$ cat src/rtl/ps2_host_tx.sv
// Host-to-device PS/2 transmitter: inhibit, request-to-send, 11 device-clocked bits, ACK check.
// Pins are driven open-drain through the *_oe outputs (1 = pull low).
module ps2_host_tx #(
    parameter int INHIBIT_CYCLES = 5000,
    parameter int TIMEOUT_CYCLES = 750000
) (
    input  logic       clk,
    input  logic       resetn,
    input  logic [7:0] tx_data,
    input  logic       tx_start,
    input  logic       ps2_clk_in,
    input  logic       ps2_dat_in,
    output logic       ps2_clk_oe,
    output logic       ps2_dat_oe,
    output logic       busy,
    output logic       tx_done,
    output logic       tx_error
);
    // state     | meaning
    // IDLE      | lines released, waiting for tx_start
    // INHIBIT   | ps2_clk held low for INHIBIT_CYCLES
    // RTS       | clk and data both low (start bit), one cycle
    // SEND      | clock released, data follows shreg[0], shift on each device falling edge
    // ACK       | lines released, device ACK sampled on next falling edge
    // WAIT_IDLE | wait for both lines high
    // DONE      | tx_done pulse
    // ERR       | tx_error pulse (NACK or timeout)
    localparam int INH_W = $clog2(INHIBIT_CYCLES + 1);
    localparam int TMO_W = $clog2(TIMEOUT_CYCLES + 1);
    localparam logic [INH_W-1:0] INH_LOAD = INH_W'(INHIBIT_CYCLES - 1);
    localparam logic [TMO_W-1:0] TMO_LOAD = TMO_W'(TIMEOUT_CYCLES - 1);

    typedef enum logic [2:0] {
        S_IDLE,
        S_INHIBIT,
        S_RTS,
        S_SEND,
        S_ACK,
        S_WAIT_IDLE,
        S_DONE,
        S_ERR
    } state_t;

    state_t           r_state;
    logic             r_clk_meta;
    logic             r_clk_sync;
    logic             r_clk_prev;
    logic             r_dat_meta;
    logic             r_dat_sync;
    logic [10:0]      r_shreg;
    logic [3:0]       r_bitcnt;
    logic [INH_W-1:0] r_inh_cnt;
    logic [TMO_W-1:0] r_tmo_cnt;

    logic w_fe;
    logic w_tmo_hit;
    logic w_parity;

    assign w_fe      = r_clk_prev & ~r_clk_sync;
    assign w_tmo_hit = (r_tmo_cnt == '0);
    assign w_parity  = ~^tx_data;

    always_ff @(posedge clk) begin
        if (!resetn) begin
            r_state    <= S_IDLE;
            r_clk_meta <= 1'b1;
            r_clk_sync <= 1'b1;
            r_clk_prev <= 1'b1;
            r_dat_meta <= 1'b1;
            r_dat_sync <= 1'b1;
            r_shreg    <= '0;
            r_bitcnt   <= '0;
            r_inh_cnt  <= '0;
            r_tmo_cnt  <= '0;
            ps2_clk_oe <= 1'b0;
            ps2_dat_oe <= 1'b0;
            busy       <= 1'b0;
            tx_done    <= 1'b0;
            tx_error   <= 1'b0;
        end else begin
            r_clk_meta <= ps2_clk_in;
            r_clk_sync <= r_clk_meta;
            r_clk_prev <= r_clk_sync;
            r_dat_meta <= ps2_dat_in;
            r_dat_sync <= r_dat_meta;
            tx_done    <= 1'b0;
            tx_error   <= 1'b0;

            case (r_state)
                S_IDLE: begin
                    ps2_clk_oe <= 1'b0;
                    ps2_dat_oe <= 1'b0;
                    busy       <= 1'b0;
                    if (tx_start) begin
                        // start bit sits in bit 0 so it is already on the line when the clock is released
                        r_shreg    <= {1'b1, w_parity, tx_data, 1'b0};
                        r_inh_cnt  <= INH_LOAD;
                        busy       <= 1'b1;
                        ps2_clk_oe <= 1'b1;
                        r_state    <= S_INHIBIT;
                    end
                end
                S_INHIBIT: begin
                    if (r_inh_cnt == '0) begin
                        ps2_dat_oe <= 1'b1;
                        r_state    <= S_RTS;
                    end else begin
                        r_inh_cnt <= r_inh_cnt - 1'b1;
                    end
                end
                S_RTS: begin
                    ps2_clk_oe <= 1'b0;
                    r_bitcnt   <= '0;
                    r_tmo_cnt  <= TMO_LOAD;
                    r_state    <= S_SEND;
                end
                S_SEND, S_ACK, S_WAIT_IDLE: begin
                    // timeout wins over a falling edge arriving in the same cycle
                    if (w_tmo_hit) begin
                        ps2_clk_oe <= 1'b0;
                        ps2_dat_oe <= 1'b0;
                        tx_error   <= 1'b1;
                        r_state    <= S_ERR;
                    end else begin
                        r_tmo_cnt <= r_tmo_cnt - 1'b1;
                        if (r_state == S_SEND) begin
                            if (w_fe) begin
                                r_shreg  <= {1'b1, r_shreg[10:1]};
                                r_bitcnt <= r_bitcnt + 4'd1;
                                if (r_bitcnt == 4'd9) begin
                                    ps2_dat_oe <= 1'b0;
                                    r_state    <= S_ACK;
                                end else begin
                                    ps2_dat_oe <= ~r_shreg[1];
                                end
                            end
                        end else if (r_state == S_ACK) begin
                            ps2_dat_oe <= 1'b0;
                            if (w_fe) begin
                                if (r_dat_sync) begin
                                    tx_error <= 1'b1;
                                    r_state  <= S_ERR;
                                end else begin
                                    r_state <= S_WAIT_IDLE;
                                end
                            end
                        end else if (r_clk_sync && r_dat_sync) begin
                            tx_done <= 1'b1;
                            r_state <= S_DONE;
                        end
                    end
                end
                S_DONE: begin
                    busy    <= 1'b0;
                    r_state <= S_IDLE;
                end
                S_ERR: begin
                    ps2_clk_oe <= 1'b0;
                    ps2_dat_oe <= 1'b0;
                    busy       <= 1'b0;
                    r_state    <= S_IDLE;
                end
                default: r_state <= S_IDLE;
            endcase
        end
    end

endmodule
$ cat config.mk
export PLATFORM = sky130hd
export DESIGN_NAME = ps2_host_tx
export DESIGN_NICKNAME = d
export VERILOG_FILES = /design/src/rtl/ps2_host_tx.sv
export SDC_FILE = /design/constraint.sdc
export NUM_CORES = 1
export LEC_CHECK = 0
export ABC_AREA = 1
export CAP_MARGIN = 20
export CORE_ASPECT_RATIO = 1.25
export CORE_MARGIN = 2
export CORE_UTILIZATION = 42
export DETAILED_ROUTE_END_ITERATION = 8
export GPL_TIMING_DRIVEN = 0
export PLACE_DENSITY = 0.68
export SYNTH_ARGS = -nofsm -noshare
export SYNTH_HDL_FRONTEND = slang
export SYNTH_SLANG_ARGS = --single-unit
$ cat constraint.sdc
create_clock -name clk -period 3.4 [get_ports clk]
set_clock_uncertainty 0.15 [all_clocks]
set_input_delay 1.02 -clock clk [delete_from_list [all_inputs] [get_ports clk]]
set_output_delay 1.02 -clock clk [all_outputs]
set_load 0.03 [all_outputs]
Word-level counts from Yosys, hierarchy flattened
Index checks and enable logic that the tools add are counted.
- register bits: 61
- input port bits: 13
- output and inout bits: 5
- logic and storage cells: 109
- add/sub/neg operators: 3
- eq/ne operators: 20
- mux-type cells: 42
- bitwise operators: 5
- reduce and logical (&&, ||, !) cells: 24
- operators by type and width (cell ; count):
    11-bit two-way mux ; 4
    20-bit one-hot mux with 2 select lines ; 1
    3-bit two-way mux ; 9
    13-bit two-way mux ; 2
    13-bit one-hot mux with 2 select lines ; 1
    11-bit one-hot mux with 2 select lines ; 1
    20-bit logical NOT ; 1
    20-bit two-way mux ; 1
    20-bit by 1-bit subtractor with 20-bit output (second input constant) ; 1
    4-bit inequality test (second input constant) ; 4
    3-bit one-hot mux with 5 select lines ; 1
    1-bit two-way mux ; 14
    2-bit inequality test (second input constant) ; 7
    13-bit logical NOT ; 1
    13-bit by 1-bit subtractor with 13-bit output (second input constant) ; 1
    3-bit equality test (second input constant) ; 4
    4-bit two-way mux ; 3
    4-bit one-hot mux with 2 select lines ; 1
    4-bit AND reduction ; 2
    2-bit nonzero test ; 4
    8-bit XNOR reduction ; 1
    3-bit by 2-bit equality test with 1-bit output (second input constant) ; 2
    1-bit one-hot mux with 3 select lines ; 2
    2-bit AND reduction ; 3
    17 further kinds ; 23

Longest topological paths before layout
Gate-level depths: netlist of the first run.
- word-level depth: 7
- depth in mapped cells: 12
- depth with buffers taken out: 11

Least setup slack after synthesis of the first run
Ideal clock, no wire load.
- path type: input-to-reg
- start point: in tx_start
- end point: reg r_inh_cnt[5]
- setup time: 0.121 ns
- arrival: 1.678 ns
- data required time: 3.129 ns
- setup slack: 1.452 ns
- cell stages on the path: 6
- path buffers: 1
- path through: nand2_1 -> nand2_1 -> buf_4 -> nand3b_1 -> o21ai_1 -> a21oi_1
- cells in the longest elaborated chain, start to end: 2
- ends and longest elaborated chain (element ; line ; source):
    start, declared ; 10 ; input logic tx_start,
    2-bit inequality test (no source line) ; -- ;
    3-bit AND reduction (no source line) ; -- ;
    end signal, assigned ; 108 ; r_inh_cnt <= r_inh_cnt - 1'b1;
    end, declared ; 52 ; logic [INH_W-1:0] r_inh_cnt;
No other way between the ends.
A chain may end at the register's enable or synchronous reset.

Final worst setup path of the first run
- start point: reg ps2_clk_oe
- end point: out ps2_clk_oe
- RTL lines (element ; line ; source):
    start, declared ; 13 ; output logic ps2_clk_oe,
    start signal, assigned ; 75 ; ps2_clk_oe <= 1'b0;
    start signal, assigned ; 91 ; ps2_clk_oe <= 1'b0;
    start signal, assigned ; 99 ; ps2_clk_oe <= 1'b1;
No word-level cell between the ends.

==> metrics.json, run 1 <==
{
  "ranking_of_synthesized_cells_by_area": "sky130_fd_sc_hd__dfxtp_1 (37%), sky130_fd_sc_hd__nand2_1 (12%), sky130_fd_sc_hd__nor2_1 (10%)",
  "groute.usage.overall": 0.191,
  "grt_first_pass_wirelength_mm": 13.1,
  "synth_enable_flop_cells": 0,
  "cellPowerDensity_nw_per_um2": 1080,
  "post-route-drc-count": 0,
  "async_flop_share": 0,
  "worst_path_max_delay_cell": "sky130_fd_sc_hd__clkdlybuf4s50_1",
  "tritoncts.num_buffers": 9,
  "crit_arrival_ps": 1370,
  "ant_nets": 0,
  "dp_slack_ps": 667,
  "via_per_inst": 5.18,
  "finalWeightedCongestion": 0.895,
  "post_route_cells_drive_above_1_share": 0.0853,
  "post-route-cell-area_um2": 3750,
  "timing_hold_violations_final": 0,
  "worstSetupPathType": "flop to output pin",
  "grt_antenna_before_repair": 0,
  "total_buffers_and_inverters_traversed_by_the_critical_path": 1,
  "critical_path.cell_chain": "clkdlybuf4s50_1",
  "placement_rows": 36,
  "postSynthAreaPerCell_um2": 6.76,
  "tritoncts_num_sinks": 60,
  "max_stage_delay_ps": 680,
  "unrepaired_setup_endpoints_after_global_routing": "false",
  "finalSetupTns_ps": 0,
  "achievable-frequency_ghz": 0.394,
  "leading_register_cell_type_out_of_synthesis": "sky130_fd_sc_hd__dfxtp_1",
  "routed-via-count": 3167,
  "placed_cells_incl_taps": 596,
  "flow.area_growth_from_synthesis_pct": 14.6,
  "yosysSeqAreaShare": 0.367,
  "synth_area_um2": 3270,
  "synth.most_common_cell": "sky130_fd_sc_hd__nand2_1",
  "slew_headroom": 0.569,
  "cp_num_cells": 1,
  "num-nets-final": 530,
  "starting_drc_count_in_detailed_routing": 159,
  "crit_path_start_kind": "flop",
  "cellLeakagePower_nw": 1.68,
  "yosysTopAreaCellShare": 0.367,
  "port_buffers": 17,
  "clkTransAtPathRegs_ps": 70,
  "routed_wl_mm": 7.70,
  "worstPathMaxFanout": 2,
  "cts-hold-fix-buffers": 0,
  "critPathCaptureType": "output pin",
  "hp-class": "flop to flop",
  "maximum_number_of_pins_on_one_net_before_global_route_repair": 11,
  "grt_overflow_total": 0,
  "synth_commonest_cells": "sky130_fd_sc_hd__nand2_1 (108), sky130_fd_sc_hd__nor2_1 (87), sky130_fd_sc_hd__dfxtp_1 (60)",
  "ys_seq_elements": 60,
  "setup_viol_count_final": 0,
  "fp.dieH_um": 103,
  "final_min_period_over_clock_period": 0.746,
  "clock_tree.root_cell": "sky130_fd_sc_hd__clkbuf_8",
  "cts_post_setup_buffers_inserted": 0,
  "h_tree_levels": 3,
  "vdd_ir_drop_max_uv": 490,
  "place.detailed.hpwl_mm": 5.65,
  "final.min_clock_period_ps": 2540,
  "drt-wirelength-per-cell_um": 12.6,
  "finish.utilization": 0.490,
  "n_antenna_cell": 0,
  "slew_viol_final": 0,
  "report.power.total_mw": 4.06,
  "final_instance_count_excl_fillers": 611,
  "floorplan.die.width_um": 82.9,
  "setup_slack_ps": 864,
  "post_cts_resized": 0,
  "synth_top_area_cell": "sky130_fd_sc_hd__dfxtp_1",
  "drv.max_cap_violation_count": 0,
  "dr.pass1.iters": 5,
  "clock_insertion_delay_worst_skew_ps": 350,
  "rr_worst_depth": 10,
  "synth.yosys.warnings": 0,
  "hold-worst-slack_ps": 268,
  "post_synth_num_cell_types": 40,
  "mappedNetlistNets": 502,
  "place_area_um2": 3560,
  "hold-path-cell-count": 1,
  "result_of_the_run": "finished, final reports clean",
  "cts-root-to-sink-buffers": 2,
  "die_area_um2": 8520,
  "tritoncts": "built",
  "pin_count": 18,
  "first_global_vias": 3048,
  "critical_path.top_delay_family": "buffers and inverters",
  "count_of_mapped_cells_out_of_synthesis": 484,
  "required_ps": 2230,
  "tightestPinTransition_ps": 647,
  "fp.coreArea_um2": 7660,
  "initial_utilization": 0.427
}
area by class of cell:
cell class / count / area (µm²)
well taps: 95 / 119
flip-flops and latches: 60 / 1200
repair buffers: 17 / 170
fillers: 806 / 3910
multi-input cells: 373 / 1850
plain buffers: 13 / 78.8
clock buffers: 14 / 183
inverters: 38 / 143
clock inverters: 1 / 5.00
sequential cells by signal, summed over array words and instances, names as in the netlist, 3 cells and up:
| name | flops |
|---|---|
| r_shreg | 10 |
| r_bitcnt | 4 |
| r_state | 3 |
| r_inh_cnt | 13 |
| r_tmo_cnt | 20 |
cells by family after synthesis:
logic type | share of synthesized area
AND/OR/NAND/NOR | 0.382
AO/OA/AOI/OAI | 0.119
flip-flops | 0.367
buffers and inverters | 0.0677
XOR/XNOR | 0.0455
adder cells (fa/ha/maj) | 0.0191
path summary, 6_finish.rpt:
kind | end | startpoint | slack [ps]
min | r_clk_sync | r_clk_meta | 270
max reg2reg | ps2_clk_oe | r_tmo_cnt[0] | 1170
max | ps2_clk_oe | ps2_clk_oe | 860
min reg2reg | r_clk_sync | r_clk_meta | 270
report_power, final:
group          internal (mW)  switching [mW]
Sequential             0.967           0.228
Combinational          0.813            1.43
Clock                  0.339           0.277
Total                   2.12            1.94
metal layers:
| metal | global-route usage | vias to the layer above | wire length [µm] |
|---|---|---|---|
| li1 | - | 1638 | - |
| met4 | 0.0820 | 0 | 148 |
| met5 | 0 | - | 0 |
| met3 | 0.0472 | 17 | 265 |
| met2 | 0.352 | 57 | 3840 |
| met1 | 0.212 | 1455 | 3440 |
cells in the final DEF (no fill, tap or decap), types with 5 or more instances in the layout:
cell type | synthesis | final
sky130_fd_sc_hd__nand4_1 | 7 | 7
sky130_fd_sc_hd__inv_1 | 34 | 34
sky130_fd_sc_hd__xnor2_1 | 9 | 9
sky130_fd_sc_hd__dfxtp_1 | 60 | 60
sky130_fd_sc_hd__a21oi_1 | 32 | 32
sky130_fd_sc_hd__ha_1 | 5 | 5
sky130_fd_sc_hd__or2_2 | 5 | 5
sky130_fd_sc_hd__clkdlybuf4s50_1 | 0 | 17
sky130_fd_sc_hd__nand3_1 | 32 | 32
sky130_fd_sc_hd__clkbuf_1 | 5 | 6
sky130_fd_sc_hd__a31oi_1 | 5 | 5
sky130_fd_sc_hd__xor2_1 | 8 | 8
sky130_fd_sc_hd__o21ai_0 | 26 | 26
sky130_fd_sc_hd__nor2_1 | 87 | 87
sky130_fd_sc_hd__clkbuf_8 | 0 | 13
sky130_fd_sc_hd__nand2_1 | 108 | 108
sky130_fd_sc_hd__nor3_1 | 12 | 12
Note: power is estimated with default switching activity, not from simulation.
==> run 2: changes to the inputs <==
--- a/config.mk
+++ b/config.mk
@@ -12,7 +12,7 @@
 export CORE_UTILIZATION = 42
 export DETAILED_ROUTE_END_ITERATION = 8
 export GPL_TIMING_DRIVEN = 0
-export PLACE_DENSITY = 0.68
+export PLACE_DENSITY = 0.71
 export SYNTH_ARGS = -nofsm -noshare
 export SYNTH_HDL_FRONTEND = slang
 export SYNTH_SLANG_ARGS = --single-unit
==> constraint.sdc (replaced) <==
create_clock -name clk -period 2.2 [get_ports clk]
set_clock_uncertainty 0.15 [all_clocks]
set_input_delay 0.66 -clock clk [delete_from_list [all_inputs] [get_ports clk]]
set_output_delay 0.66 -clock clk [all_outputs]
set_load 0.03 [all_outputs]
==> metrics.json, run 2 (synthesis results as in run 1) <==
{
  "result_of_the_run": "finished, final reports clean",
  "slew_viol_final": {"value": 0, "change": "unchanged"},
  "layout.cells.most_common": "sky130_fd_sc_hd__nand2_1",
  "critical_path.top_delay_family": "buffers and inverters",
  "worst_path_max_delay_cell": "sky130_fd_sc_hd__clkdlybuf4s50_1",
  "required": {"value": 1390, "unit": "ps", "change": "-840 ps"},
  "clock_tree.root_cell": "sky130_fd_sc_hd__clkbuf_8",
  "pin_count": {"value": 18, "change": "unchanged"},
  "first_global_vias": {"value": 3115, "change": "+2.2%"},
  "initial_utilization": {"value": 0.427, "change": "unchanged"},
  "tritoncts_num_sinks": {"value": 60, "change": "unchanged"},
  "cellPowerDensity": {"value": 1690, "unit": "nW/µm²", "change": "+56%"},
  "registers.top_by_ff_count": "r_tmo_cnt",
  "crit_arrival": {"value": 1350, "unit": "ps", "change": "-20 ps"},
  "final_instance_count_excl_fillers": {"value": 612, "change": "+0.16%"},
  "n_antenna_cell": {"value": 0, "change": "unchanged"},
  "maximum_number_of_pins_on_one_net_before_global_route_repair": {"value": 11, "change": "unchanged"},
  "cellLeakagePower": {"value": 1.71, "unit": "nW", "change": "+1.6%"},
  "final-seq-area": {"value": 1200, "unit": "µm²", "change": "unchanged"},
  "final_min_period_over_clock_period": 0.983,
  "largest_register_ff_count": {"value": 20, "change": "unchanged"},
  "n_fill_cell": {"value": 787, "change": "-2.4%"},
  "tritoncts": "built",
  "clock_insertion_delay_worst_skew": {"value": 350, "unit": "ps", "change": "about the same"},
  "setup_slack": {"value": 37.6, "unit": "ps", "change": "-826 ps"},
  "layout_common_cells": "sky130_fd_sc_hd__nand2_1 (107), sky130_fd_sc_hd__nor2_1 (86), sky130_fd_sc_hd__dfxtp_1 (60)",
  "groute.usage.overall": {"value": 0.196, "change": "+0.00509"},
  "routed-via-count": {"value": 3170, "change": "+0.095%"},
  "critPathCaptureType": "output pin",
  "ant_nets": {"value": 0, "change": "unchanged"},
  "tightestPinTransition": {"value": 594, "unit": "ps", "change": "-52.4 ps"},
  "hp-class": "flop to flop",
  "post-route-drc-count": {"value": 0, "change": "unchanged"},
  "clkTransAtPathRegs": {"value": 60, "unit": "ps", "change": "about the same"},
  "place.detailed.hpwl": {"value": 5.68, "unit": "mm", "change": "+0.56%"},
  "total_buffers_and_inverters_traversed_by_the_critical_path": {"value": 1, "change": "unchanged"},
  "tritoncts.num_buffers": {"value": 9, "change": "unchanged"},
  "fp.dieH": {"value": 103, "unit": "µm", "change": "unchanged"},
  "placement_rows": {"value": 36, "change": "unchanged"},
  "unrepaired_setup_endpoints_after_global_routing": "false",
  "port_buffers": {"value": 17, "change": "unchanged"},
  "grt_first_pass_wirelength": {"value": 13.6, "unit": "mm", "change": "+3.6%"},
  "timing_hold_violations_final": {"value": 0, "change": "unchanged"},
  "worstPathMaxFanout": {"value": 2, "change": "unchanged"},
  "report.power.total": {"value": 6.39, "unit": "mW", "change": "+57%"},
  "die_area": {"value": 8520, "unit": "µm²", "change": "unchanged"},
  "achievable-frequency_ghz": 0.462,
  "final.min_clock_period_ps": 2160,
  "h_tree_levels": {"value": 3, "change": "unchanged"},
  "via_per_inst": {"value": 5.18, "change": "about the same"},
  "num-nets-final": {"value": 531, "change": "+0.19%"},
  "grt_overflow_total": {"value": 0, "change": "unchanged"},
  "setup_viol_count_final": {"value": 0, "change": "unchanged"},
  "vdd_ir_drop_max": {"value": 772, "unit": "µV", "change": "+58%"},
  "dr.pass1.iters": {"value": 5, "change": "unchanged"},
  "floorplan.die.width": {"value": 82.9, "unit": "µm", "change": "unchanged"},
  "slew_headroom": {"value": 0.604, "change": "+0.0349"},
  "drv.max_cap_violation_count": {"value": 0, "change": "unchanged"},
  "crit_path_start_kind": "flop",
  "drt-wirelength-per-cell": {"value": 13.0, "unit": "µm", "change": "+3.0%"},
  "top_regs": "r_tmo_cnt: 20 flops, r_inh_cnt: 13 flops, r_shreg: 10 flops",
  "finalSetupTns": {"value": 0, "unit": "ps", "change": "unchanged"},
  "post_route_cells_drive_above_1_share": {"value": 0.0948, "change": "+0.00951"},
  "dp_slack": {"value": -133, "unit": "ps", "change": "-800 ps"},
  "multi_input_area": {"value": 1870, "unit": "µm²", "change": "+0.95%"},
  "critical_path.cell_chain": "clkdlybuf4s50_1",
  "max_stage_delay": {"value": 670, "unit": "ps", "change": "about the same"},
  "grt_antenna_before_repair": {"value": 0, "change": "unchanged"},
  "finalWeightedCongestion": {"value": 0.936, "change": "+4.5%"},
  "routed_wl": {"value": 7.94, "unit": "mm", "change": "+3.1%"},
  "hold-worst-slack": {"value": 265, "unit": "ps", "change": "-3.39 ps"},
  "starting_drc_count_in_detailed_routing": {"value": 193, "change": "+21%"},
  "placed_cells_incl_taps": {"value": 596, "change": "unchanged"},
  "cts-root-to-sink-buffers": {"value": 2, "change": "unchanged"},
  "fp.coreArea": {"value": 7660, "unit": "µm²", "change": "unchanged"},
  "worstSetupPathType": "flop to output pin",
  "flow.area_growth_from_synthesis_pct": 15.5
}
run 2: area by class of cell:
type,instances,share of cell area
Multi-Input combinational cell,373,0.494
Sequential cell,60,0.318
Clock buffer,14,0.0483
Timing Repair Buffer,18,0.0477
Inverter,38,0.0377
Tap cell,95,0.0315
Buffer,13,0.0215
Clock inverter,1,0.00132
run 2: final timing paths:
check              from  depth (start not counted)           end  slack [ps]
min          r_clk_meta                          1    r_clk_sync         260
min reg2reg  r_clk_meta                          1    r_clk_sync         260
max reg2reg  r_state[1]                         11  r_tmo_cnt[3]         180
max          ps2_dat_oe                          1    ps2_dat_oe          40
run 2: power breakdown:
part | switching, mW | total, mW | internal (mW) | leakage, nW
registers | 0.360 | 1.85 | 1.49 | 0.494
clock network | 0.428 | 0.952 | 0.524 | 0.0986
logic | 2.29 | 3.58 | 1.30 | 1.11
run 2: stage by stage:
step / instance area [µm²] / utilization
CTS: 3750 / 0.490
detailed placement: 3560 / 0.465
global placement: 3560 / 0.465
finish: 3780 / 0.493
floorplan: 3270 / -
global route: 3780 / 0.493
run 2: what timing repair did:
item / CTS / global route
hold buffers: 0 / 0
setup buffers: 0 / 1
pin swaps: 0 / 1
resized for setup: 1 / 7
gates cloned: 0 / 0
setup endpoints to repair: 1 / 28
run 2: routing by layer:
| layer | up-vias | routed length, µm | GRT usage |
|---|---|---|---|
| li1 | 1640 | - | - |
| met1 | 1434 | 3450 | 0.228 |
| met2 | 83 | 3910 | 0.347 |
| met3 | 13 | 408 | 0.0432 |
| met4 | 0 | 170 | 0.0946 |
| met5 | - | 0 | 0 |
==> run 3: changes to the inputs <==
--- a/config.mk
+++ b/config.mk
@@ -8,10 +8,10 @@
 export ABC_AREA = 1
 export CAP_MARGIN = 20
 export CORE_ASPECT_RATIO = 1.25
-export CORE_MARGIN = 2
 export CORE_UTILIZATION = 42
 export DETAILED_ROUTE_END_ITERATION = 8
 export GPL_TIMING_DRIVEN = 0
+export HOLD_SLACK_MARGIN = 0.12
 export PLACE_DENSITY = 0.71
 export SYNTH_ARGS = -nofsm -noshare
 export SYNTH_HDL_FRONTEND = slang
==> metrics.json, run 3 (synthesis results as in run 1) <==
{
  "result_of_the_run": "finished, final reports clean",
  "drv.max_cap_violation_count": {"value": 0, "change": "unchanged"},
  "hold-worst-slack": {"value": 274, "unit": "ps", "change": "+9.32 ps"},
  "die_area": {"value": 8150, "unit": "µm²", "change": "-4.3%"},
  "worst_path_max_delay_cell": "sky130_fd_sc_hd__clkdlybuf4s50_1",
  "tritoncts.num_buffers": {"value": 9, "change": "unchanged"},
  "cts-root-to-sink-buffers": {"value": 2, "change": "unchanged"},
  "start_point_of_the_worst_hold_path": "r_dat_meta",
  "first_global_vias": {"value": 2923, "change": "-6.2%"},
  "groute.usage.overall": {"value": 0.212, "change": "+0.0160"},
  "placement_rows": {"value": 35, "change": "-2.8%"},
  "starting_drc_count_in_detailed_routing": {"value": 169, "change": "-12%"},
  "clkTransAtPathRegs": {"value": 70, "unit": "ps", "change": "about the same"},
  "port_buffers": {"value": 17, "change": "unchanged"},
  "max_stage_delay": {"value": 670, "unit": "ps", "change": "about the same"},
  "grt_overflow_total": {"value": 0, "change": "unchanged"},
  "vdd_ir_drop_max": {"value": 917, "unit": "µV", "change": "+19%"},
  "critical_path.top_delay_family": "buffers and inverters",
  "total_buffers_and_inverters_traversed_by_the_critical_path": {"value": 1, "change": "unchanged"},
  "largest_register_ff_count": {"value": 20, "change": "unchanged"},
  "setup_viol_count_final": {"value": 0, "change": "unchanged"},
  "crit_arrival": {"value": 1330, "unit": "ps", "change": "-20 ps"},
  "fp.coreArea": {"value": 7440, "unit": "µm²", "change": "-2.8%"},
  "final.min_clock_period": {"value": 2140, "unit": "ps", "change": "-17.9 ps"},
  "cellLeakagePower": {"value": 1.70, "unit": "nW", "change": "-0.34%"},
  "dp_slack": {"value": -187, "unit": "ps", "change": "-54.4 ps"},
  "hold-path-cell-count": {"value": 1, "change": "unchanged"},
  "registers.top_by_ff_count": "r_tmo_cnt",
  "post-route-drc-count": {"value": 0, "change": "unchanged"},
  "finalSetupTns": {"value": 0, "unit": "ps", "change": "unchanged"},
  "unrepaired_setup_endpoints_after_global_routing": "false",
  "setup_slack": {"value": 55.5, "unit": "ps", "change": "+17.9 ps"},
  "slew_viol_final": {"value": 0, "change": "unchanged"},
  "clock_insertion_delay_worst_skew": {"value": 350, "unit": "ps", "change": "about the same"},
  "crit_path_start_kind": "flop",
  "rr_worst_depth": {"value": 12, "change": "+1"},
  "n_antenna_cell": {"value": 0, "change": "unchanged"},
  "drt-wirelength-per-cell": {"value": 12.6, "unit": "µm", "change": "-3.1%"},
  "worstSetupPathType": "flop to output pin",
  "ant_nets": {"value": 0, "change": "unchanged"},
  "timing_hold_violations_final": {"value": 0, "change": "unchanged"},
  "hp-class": "flop to flop",
  "grt_antenna_before_repair": {"value": 0, "change": "unchanged"},
  "final_min_period_over_clock_period": {"value": 0.975, "change": "-0.00812"},
  "worstPathMaxFanout": {"value": 1, "change": "-1"},
  "via_per_inst": {"value": 5.10, "change": "-1.5%"},
  "tritoncts_num_sinks": {"value": 60, "change": "unchanged"},
  "finalWeightedCongestion": {"value": 0.897, "change": "-4.2%"},
  "timing.rr.start": "r_tmo_cnt[0]",
  "reg_to_reg_end": "r_tmo_cnt[13]",
  "layout.cells.most_common": "sky130_fd_sc_hd__nand2_1",
  "num-nets-final": {"value": 531, "change": "unchanged"},
  "grt_first_pass_wirelength": {"value": 13.1, "unit": "mm", "change": "-3.3%"},
  "post_route_cells_drive_above_1_share": {"value": 0.0985, "change": "+0.00368"},
  "achievable-frequency": {"value": 0.466, "unit": "GHz", "change": "+0.83%"},
  "routed_wl": {"value": 7.67, "unit": "mm", "change": "-3.4%"},
  "h_tree_levels": {"value": 3, "change": "unchanged"},
  "fp.dieH": {"value": 101, "unit": "µm", "change": "-1.9%"},
  "cts-hold-fix-buffers": {"value": 0, "change": "unchanged"},
  "critPathCaptureType": "output pin",
  "ff2ff_setup_slack": {"value": 170, "unit": "ps", "change": "about the same"},
  "pin_count": {"value": 18, "change": "unchanged"},
  "required": {"value": 1390, "unit": "ps", "change": "about the same"},
  "place.detailed.hpwl": {"value": 5.64, "unit": "mm", "change": "-0.63%"},
  "layout_common_cells": "sky130_fd_sc_hd__nand2_1 (107), sky130_fd_sc_hd__nor2_1 (84), sky130_fd_sc_hd__dfxtp_1 (60)",
  "cellPowerDensity": {"value": 1670, "unit": "nW/µm²", "change": "-1.5%"},
  "tightestPinTransition": {"value": 654, "unit": "ps", "change": "+60.1 ps"},
  "hold_path_end": "r_dat_sync",
  "routed-via-count": {"value": 3113, "change": "-1.8%"},
  "floorplan.die.width": {"value": 80.9, "unit": "µm", "change": "-2.4%"},
  "top_regs": "r_tmo_cnt: 20 flops, r_inh_cnt: 13 flops, r_shreg: 10 flops",
  "initial_utilization": {"value": 0.439, "change": "+0.0122"},
  "slew_headroom": {"value": 0.564, "change": "-0.0401"},
  "dr.pass1.iters": {"value": 4, "change": "-1"},
  "critical_path.cell_chain": "clkdlybuf4s50_1",
  "clock_tree.root_cell": "sky130_fd_sc_hd__clkbuf_8",
  "tritoncts": "built",
  "maximum_number_of_pins_on_one_net_before_global_route_repair": {"value": 11, "change": "unchanged"},
  "flow.area_growth_from_synthesis_pct": 14.9
}
==> run 3: cell types whose count changed in the layout (fill, tap and decap cells not counted) <==
cell,delta
sky130_fd_sc_hd__clkbuf_8,-3
sky130_fd_sc_hd__clkinv_2,+3
sky130_fd_sc_hd__nor2_1,-2
sky130_fd_sc_hd__nor2_2,+2
sky130_fd_sc_hd__clkdlybuf4s50_1,-1
sky130_fd_sc_hd__clkinvlp_4,+1
sky130_fd_sc_hd__dlygate4sd2_1,+1
sky130_fd_sc_hd__inv_1,+1
sky130_fd_sc_hd__inv_2,-1
sky130_fd_sc_hd__o21ai_0,+1
sky130_fd_sc_hd__o21ai_1,-1
==> run 3: worst register-to-register path, cell delays in order, from the launching register on <==
cell and delay [ps]:
sky130_fd_sc_hd__dfxtp_1 340, sky130_fd_sc_hd__inv_1 130, sky130_fd_sc_hd__ha_1 200, sky130_fd_sc_hd__nand2_2 110, sky130_fd_sc_hd__nor2_4 170, sky130_fd_sc_hd__nand3_4 140, sky130_fd_sc_hd__nand2_2 140, sky130_fd_sc_hd__nand2_4 90
sky130_fd_sc_hd__buf_6 150, sky130_fd_sc_hd__nand2_1 80, sky130_fd_sc_hd__nor2_1 40, sky130_fd_sc_hd__nor2_1 80, sky130_fd_sc_hd__a21oi_1 60
==> run 3: worst max-delay path by stage <==
stage | startpoint | depth (start not counted) | slack (ps) | to
after floorplan | r_tmo_cnt[0] | 11 | 370 | r_tmo_cnt[18]
after global placement | resetn | 4 | -130 | r_inh_cnt[1]
after detailed placement | resetn | 4 | -190 | r_inh_cnt[1]
after CTS | ps2_clk_oe | 1 | 20 | ps2_clk_oe
after global routing | r_tmo_cnt[0] | 12 | 6 | r_tmo_cnt[13]
final | tx_done | 1 | 60 | tx_done
==> run 3: through the flow <==
step	total power, mW	instances	utilization	area [µm²]
6_report	6.27	610	0.505	3760
5_1_grt	6.90	610	0.505	3760
4_1_cts	6.22	609	0.502	3730
3_5_place_dp	5.31	593	0.478	3560
3_3_place_gp	5.23	593	0.478	3560
2_1_floorplan	4.52	484	-	3270
==> run 3: power breakdown <==
| group | switching [mW] | internal (mW) |
|---|---|---|
| Sequential | 0.354 | 1.49 |
| Clock | 0.437 | 0.431 |
| Combinational | 2.25 | 1.30 |
==> run 3: repair_timing <==
action                                  4_1_cts  5_1_grt
setup buffers                                 0        1
endpoints found under the setup margin        2       14
resized for setup                             3        6
pin swaps                                     0        1
==> run 3: layout make-up <==
| class | count | area [µm²] |
|---|---|---|
| plain buffers | 13 | 81.3 |
| clock buffers | 11 | 141 |
| clock inverters | 5 | 27.5 |
| fillers | 758 | 3680 |
| inverters | 38 | 143 |
| multi-input cells | 373 | 1870 |
| flip-flops and latches | 60 | 1200 |
| well taps | 92 | 115 |
| repair buffers | 18 | 179 |
==> run 3: layer usage <==
layer  wire (µm)  share of wire  vias up  track usage
met5           0              0        -            0
met4         165          0.022        0       0.0989
met3         221          0.029       14       0.0362
met2        3820           0.50       46        0.365
li1            -              -     1645            -
met1        3460           0.45     1408        0.254
